**config.mk**
```make
export PLATFORM = sky130hd
export DESIGN_NAME = grant_dispatcher
export DESIGN_NICKNAME = d
export VERILOG_FILES = /design/src/rtl/grant_dispatcher_pkg.sv /design/src/rtl/grant_event_det.sv /design/src/rtl/grant_dispatcher.sv
export SDC_FILE = /design/constraint.sdc
export NUM_CORES = 1
export LEC_CHECK = 0
export BUFFER_PORTS_ARGS = -buffer_cell sky130_fd_sc_hd__buf_2
export CAP_MARGIN = 15
export CORE_ASPECT_RATIO = 2
export CORE_MARGIN = 5
export CORE_UTILIZATION = 30
export CTS_CLUSTER_SIZE = 25
export DETAILED_ROUTE_END_ITERATION = 12
export SKIP_CTS_REPAIR_TIMING = 1
export SLEW_MARGIN = 30
export SYNTH_ARGS = -nofsm -noshare
export SYNTH_HDL_FRONTEND = slang
export SYNTH_SLANG_ARGS = --single-unit
export TNS_END_PERCENT = 10
```
**constraint.sdc**
```tcl
create_clock -name clk -period 1.56 [get_ports clk]
set_clock_uncertainty 0.05 [all_clocks]
set_input_delay 0.156 -clock clk [delete_from_list [all_inputs] [get_ports clk]]
set_output_delay 0.156 -clock clk [all_outputs]
set_load 0.1 [all_outputs]
```
**src/rtl/grant_dispatcher_pkg.sv**
```systemverilog
// grant_dispatcher_pkg
//   Shared types and helpers for the grant dispatcher:
//   - state_e       : dispatcher FSM state encoding
//   - G_U1..G_U4    : one-hot grant codes (bit3 = U1 ... bit0 = U4)
//   - is_onehot     : true when exactly one grant bit is set
//   - onehot_to_idx : one-hot grant -> requester index (0 = U1 .. 3 = U4)
//   - idx_to_onehot : requester index -> one-hot grant code
package grant_dispatcher_pkg;

    typedef enum logic [1:0] {
        StIdle = 2'd0,
        StLoad = 2'd1,
        StSend = 2'd2,
        StDone = 2'd3
    } state_e;

    localparam logic [3:0] G_NONE = 4'b0000;
    localparam logic [3:0] G_U1   = 4'b1000;
    localparam logic [3:0] G_U2   = 4'b0100;
    localparam logic [3:0] G_U3   = 4'b0010;
    localparam logic [3:0] G_U4   = 4'b0001;

    function automatic logic is_onehot(input logic [3:0] g);
        return (g != G_NONE) && ((g & (g - 4'd1)) == G_NONE);
    endfunction

    function automatic logic [1:0] onehot_to_idx(input logic [3:0] g);
        logic [1:0] idx;
        case (g)
            G_U1:    idx = 2'd0;
            G_U2:    idx = 2'd1;
            G_U3:    idx = 2'd2;
            G_U4:    idx = 2'd3;
            default: idx = 2'd0;
        endcase
        return idx;
    endfunction

    function automatic logic [3:0] idx_to_onehot(input logic [1:0] idx);
        logic [3:0] g;
        case (idx)
            2'd0:    g = G_U1;
            2'd1:    g = G_U2;
            2'd2:    g = G_U3;
            default: g = G_U4;
        endcase
        return g;
    endfunction

endpackage

```
**src/rtl/grant_event_det.sv**
```systemverilog
// grant_event_det
//   Turns the raw arbiter grant into single-cycle grant events.
//   A registered copy of the grant is kept; an event fires only on a cycle
//   where the grant differs from that copy and is one-hot. A changed,
//   nonzero, non-one-hot grant sets a sticky error and produces no event.
// Ports:
//   clk, rst_n : clock, async active-low reset (already release-synchronised)
//   grant      : 4-bit grant from the arbiter
//   ev         : new-grant event this cycle (combinational)
//   ev_idx     : requester index of the event (0 = U1 .. 3 = U4)
//   err        : sticky illegal-grant flag
module grant_event_det
    import grant_dispatcher_pkg::*;
(
    input  logic       clk,
    input  logic       rst_n,
    input  logic [3:0] grant,
    output logic       ev,
    output logic [1:0] ev_idx,
    output logic       err
);

    logic [3:0] grant_q;
    logic       err_q;
    logic       changed;

    assign changed = (grant != grant_q);
    assign ev      = changed && is_onehot(grant);
    assign ev_idx  = onehot_to_idx(grant);
    assign err     = err_q;

    always_ff @(posedge clk or negedge rst_n) begin
        if (!rst_n) begin
            grant_q <= G_NONE;
            err_q   <= 1'b0;
        end else begin
            grant_q <= grant;
            // Dropping back to zero is a legal change, just not an event.
            if (changed && (grant != G_NONE) && !is_onehot(grant)) begin
                err_q <= 1'b1;
            end
        end
    end

endmodule

```
**src/rtl/grant_dispatcher.sv**
```systemverilog
// grant_dispatcher
//   Serves one-hot arbiter grants as bursts on a shared valid/ready port.
//   Each grant event loads the requester's burst length (0 means 4 beats)
//   and streams that many beats of the requester's live data. One grant
//   arriving while busy is parked in a single pending slot; further ones
//   are dropped and flagged as overflow.
// Ports:
//   clk, rst_n          : clock, async active-low reset
//   grant_i             : one-hot grant (bit3 = U1 .. bit0 = U4)
//   data1_i..data4_i    : live beat data per requester
//   len1_i..len4_i      : burst length per requester (0 -> 4 beats)
//   out_valid/out_ready : shared port handshake
//   out_data/out_id     : beat data and requester index (0 = U1 .. 3 = U4)
//   out_last            : final beat of the burst
//   done_o              : one-cycle pulse, one-hot requester, after last beat
//   busy_o              : dispatcher not idle
//   ovf_o, err_o        : sticky pending overflow / illegal grant
module grant_dispatcher
    import grant_dispatcher_pkg::*;
#(
    parameter int unsigned DW = 8
) (
    input  logic          clk,
    input  logic          rst_n,
    input  logic [3:0]    grant_i,
    input  logic [DW-1:0] data1_i,
    input  logic [DW-1:0] data2_i,
    input  logic [DW-1:0] data3_i,
    input  logic [DW-1:0] data4_i,
    input  logic [1:0]    len1_i,
    input  logic [1:0]    len2_i,
    input  logic [1:0]    len3_i,
    input  logic [1:0]    len4_i,
    output logic          out_valid,
    input  logic          out_ready,
    output logic [DW-1:0] out_data,
    output logic [1:0]    out_id,
    output logic          out_last,
    output logic [3:0]    done_o,
    output logic          busy_o,
    output logic          ovf_o,
    output logic          err_o
);

    // Assertion is immediate through the async clear; release is delayed by
    // two clock edges so no flop leaves reset close to an edge.
    logic [1:0] rst_sync_q;
    logic       rst_sync_n;

    always_ff @(posedge clk or negedge rst_n) begin
        if (!rst_n) begin
            rst_sync_q <= 2'b00;
        end else begin
            rst_sync_q <= {rst_sync_q[0], 1'b1};
        end
    end

    assign rst_sync_n = rst_sync_q[1];

    logic       ev;
    logic [1:0] ev_idx;
    logic       err;

    grant_event_det u_event_det (
        .clk    (clk),
        .rst_n  (rst_sync_n),
        .grant  (grant_i),
        .ev     (ev),
        .ev_idx (ev_idx),
        .err    (err)
    );

    state_e        state_q;
    logic [1:0]    idx_q;
    logic [2:0]    cnt_q;
    logic          pend_valid_q;
    logic [1:0]    pend_idx_q;
    logic          out_valid_q;
    logic [3:0]    done_q;
    logic          busy_q;
    logic          ovf_q;

    logic [DW-1:0] sel_data;
    logic [1:0]    sel_len;

    always_comb begin
        sel_data = data1_i;
        sel_len  = len1_i;
        case (idx_q)
            2'd0: begin
                sel_data = data1_i;
                sel_len  = len1_i;
            end
            2'd1: begin
                sel_data = data2_i;
                sel_len  = len2_i;
            end
            2'd2: begin
                sel_data = data3_i;
                sel_len  = len3_i;
            end
            default: begin
                sel_data = data4_i;
                sel_len  = len4_i;
            end
        endcase
    end

    always_ff @(posedge clk or negedge rst_sync_n) begin
        if (!rst_sync_n) begin
            state_q      <= StIdle;
            idx_q        <= 2'd0;
            cnt_q        <= 3'd0;
            pend_valid_q <= 1'b0;
            pend_idx_q   <= 2'd0;
            out_valid_q  <= 1'b0;
            done_q       <= 4'b0000;
            busy_q       <= 1'b0;
            ovf_q        <= 1'b0;
        end else begin
            // Events seen while busy go to the single pending slot.
            if ((state_q != StIdle) && ev) begin
                if (!pend_valid_q) begin
                    pend_valid_q <= 1'b1;
                    pend_idx_q   <= ev_idx;
                end else begin
                    ovf_q <= 1'b1;
                end
            end

            unique case (state_q)
                StIdle: begin
                    if (pend_valid_q) begin
                        // Older pending request wins; a same-cycle event
                        // takes over the slot being vacated.
                        state_q      <= StLoad;
                        idx_q        <= pend_idx_q;
                        busy_q       <= 1'b1;
                        pend_valid_q <= ev;
                        if (ev) begin
                            pend_idx_q <= ev_idx;
                        end
                    end else if (ev) begin
                        state_q <= StLoad;
                        idx_q   <= ev_idx;
                        busy_q  <= 1'b1;
                    end
                end
                StLoad: begin
                    cnt_q       <= (sel_len == 2'd0) ? 3'd4 : {1'b0, sel_len};
                    state_q     <= StSend;
                    out_valid_q <= 1'b1;
                end
                StSend: begin
                    if (out_ready && (cnt_q != 3'd0)) begin
                        cnt_q <= cnt_q - 3'd1;
                        if (cnt_q == 3'd1) begin
                            state_q     <= StDone;
                            out_valid_q <= 1'b0;
                            done_q      <= idx_to_onehot(idx_q);
                        end
                    end
                end
                StDone: begin
                    done_q  <= 4'b0000;
                    busy_q  <= 1'b0;
                    state_q <= StIdle;
                end
                default: begin
                    state_q <= StIdle;
                end
            endcase
        end
    end

    assign out_valid = out_valid_q;
    assign out_data  = out_valid_q ? sel_data : '0;
    assign out_id    = out_valid_q ? idx_q : 2'd0;
    assign out_last  = out_valid_q && (cnt_q == 3'd1);
    assign done_o    = done_q;
    assign busy_o    = busy_q;
    assign ovf_o     = ovf_q;
    assign err_o     = err;

endmodule

```
==> impl_metrics.tcl <==
set metrics [dict create \
    design_area_um2 2470 \
    cts_htree_levels 1 \
    cts_buffers 3 \
    placed_cell_area_um2 2160 \
    dr.pass1.iters 3 \
    yosysTopAreaCell "dfrtp_1" \
    synthFlopType "dfrtp_1" \
    synth-seq-area-share_pct 38.6 \
    start_kind "flip-flop" \
    post-route-min-period_ns 1.86 \
    antenna_cells 0 \
    grt_use_total_pct 12.7 \
    synth-seq-cells 24 \
    ys_async_sr_fraction_pct 100 \
    status "finished with violations" \
    ys_types 44 \
    synth.top_cell.area_share_pct 38.6 \
    fin_nets 287 \
    violations "negative setup slack" \
    worstSkewPairLatency_ns 0.27 \
    drt-initial-drc-count 12 \
    root_buffer "clkbuf_8" \
    overflow 0 \
    clock_path_buffers 2 \
    grt_pass1_wl_um 6620 \
    setup_viol 18 \
    r2r_slack_ns -0.07 \
    avgRoutedWirePerCell_um 15.0 \
    dieArea_um2 6820 \
    critPathKind "flip-flop to output pin" \
    drt-total-wl_um 4340 \
    cp_slowest_cell "mux4_2" \
    synth_edf_count 0 \
    ys_warn_count 0 \
    synth_area_um2 1560 \
    detail_route.drc_violations 0 \
    die_y_um 112 \
    critPathMaxStageDelay_ns 0.50 \
    vias_per_cell 5.03 \
    via_count 1458 \
    row_count 37 \
    max_freq_ghz 0.538 \
    arrival_ns 1.65 \
    synth_area_leaders "dfrtp_1, mux4_2, ha_1" \
    hpwl_um 3540 \
    clock-sinks 24 \
    grt_start_max_net_pins 23 \
    r2r_start "cnt_q[0]$_DFFE_PN0P_" \
    cp-endpoint "out_data[5]" \
    fin_crit_sh_pct 119 \
    start_util_pct 30.6 \
    critPathCaptureType "output pin" \
    core_area_um2 5090 \
    rsz0062_at_grt "true" \
    synth_area_per_cell_um2 10.8 \
    crit_chain "buf_6 > mux4_2 > and2_4 > buf_12" \
    gp_congestion 0.737 \
    antenna_found_initial 0 \
    min_path_cells 1 \
    areaGrowthSynthToFinish_pct 58.8 \
    clkTransAtPathRegs_ns 0.08 \
    finalHoldViolCount 0 \
    fp.dieW_um 61.0 \
    grt_pass1_vias 1580 \
    cp_max_fo 8 \
    numPortBuffers 65 \
    hp-class "input port to flip-flop" \
    maxCapViolations 0 \
    antenna_left 0 \
    drive_gt1_share_pct 61.2 \
    startpoint "idx_q[0]$_DFFE_PN0P_" \
    ioPinCount 66 \
    setup_slack_ns -0.299 \
    synthesis.nets 198 \
    synthCells 144 \
    r2r-end "done_o[3]$_DFFE_PN0P_" \
    cts_tree "done" \
    slew_violations 0 \
    cp_data_required_time_ns 1.35 \
    worstRegToRegCells 6 \
]
per-layer routing:
metal	GRT usage (%)	share of wire [%]
met5	0	0
met4	6.22	3.1
met3	2.09	7.1
met2	25.2	59
met1	11.0	31
per-stage QoR:
| stage | instances | utilization, % | setup slack [ns] | TNS [ns] | hold WS [ns] |
|---|---|---|---|---|---|
| 2_1_floorplan | 144 | - | -0.123 | -1.15 | -0.190 |
| 3_3_place_gp | 283 | 42.4 | -0.286 | -2.14 | -0.108 |
| 3_5_place_dp | 283 | 42.4 | -0.370 | -2.55 | -0.106 |
| 4_1_cts | 287 | 43.5 | -0.434 | -5.32 | -0.404 |
| 5_1_grt | 290 | 48.6 | -0.372 | -4.19 | 0.0280 |
| 6_report | 290 | 48.6 | -0.299 | -2.70 | 0.0283 |
worst min-delay path by stage:
stage,from,endpoint,slack (ns)
2_1_floorplan,rst_n,rst_sync_q[0]$_DFF_PN0_,-0.19
3_3_place_gp,rst_n,rst_sync_q[0]$_DFF_PN0_,-0.11
3_5_place_dp,rst_n,rst_sync_q[1]$_DFF_PN0_,-0.11
4_1_cts,rst_n,rst_sync_q[1]$_DFF_PN0_,-0.40
5_1_grt,grant_i[0],u_event_det.grant_q[0]$_DFF_PN0_,0.03
6_report,grant_i[1],u_event_det.grant_q[1]$_DFF_PN0_,0.03
layout by cell type, fill, tap and decap left out, types with 2 or more instances in the layout:
cell / netlist / final
xnor2_1: 5 / 4
buf_4: 0 / 22
o41ai_1: 4 / 2
nand3_1: 3 / 3
nor2_1: 7 / 6
or3_1: 2 / 2
dfrtp_2: 0 / 3
ha_4: 0 / 3
o41ai_2: 0 / 2
buf_12: 0 / 11
nand2_1: 9 / 9
and2_4: 0 / 8
inv_1: 8 / 5
dfrtp_1: 24 / 21
xor2_1: 3 / 3
inv_2: 0 / 3
nor3_2: 1 / 2
and2_2: 1 / 3
ha_1: 7 / 2
a21oi_1: 5 / 5
mux2_2: 2 / 2
mux4_2: 10 / 10
ha_2: 0 / 2
o21bai_1: 2 / 2
nor3_1: 5 / 4
buf_2: 5 / 54
o21ai_0: 5 / 4
buf_6: 0 / 2
clkbuf_8: 0 / 4
area by class of cell:
cell class | instances | area, µm²
inverter | 9 | 33.8
multi-input combinational | 105 | 1020
sequential | 24 | 604
tap | 58 | 72.6
clock buffer | 4 | 55.1
timing repair buffer | 90 | 688
fill | 487 | 2620
critical path, delay by kind of cell, from the launching register on:
family | cells | cell delay (ns)
buf+inv | 2 | 0.32
flops | 1 | 0.38
mux | 1 | 0.50
simple gates | 1 | 0.18
cell families (layout without fill, tap and decap cells):
kind of cell    count (synthesis)  count (layout)  share of synthesized area, %
xor+xnor                        8               8                          4.50
simple gates                   45              45                          15.7
buf+inv                        15             103                          4.02
other cells                     1               1                         0.241
fa+ha+maj                       7               7                          5.62
mux                            14              14                          17.2
flops                          24              24                          38.6
compound gates                 30              30                          14.1
flip-flops by register name (all words and copies together), names as in the netlist:
signal / cells
busy_o: 1
cnt_q: 3
done_o: 4
idx_q: 2
out_valid: 1
ovf_o: 1
pend_idx_q: 2
pend_valid_q: 1
rst_sync_q: 2
state_q: 2
u_event_det.err: 1
u_event_det.grant_q: 4
synth_stat cells, types with 3 or more instances:
cell type / number
and2_1: 10
buf_2: 5
nor2_1: 7
inv_1: 8
mux4_2: 10
nand3_1: 3
o21ai_0: 5
ha_1: 7
nor3_1: 5
o41ai_1: 4
xnor2_1: 5
a21oi_1: 5
xor2_1: 3
dfrtp_1: 24
nand2_1: 9
Power is not shown: default switching activity piles up to over one toggle a cycle in this logic, so the estimate is an artifact.
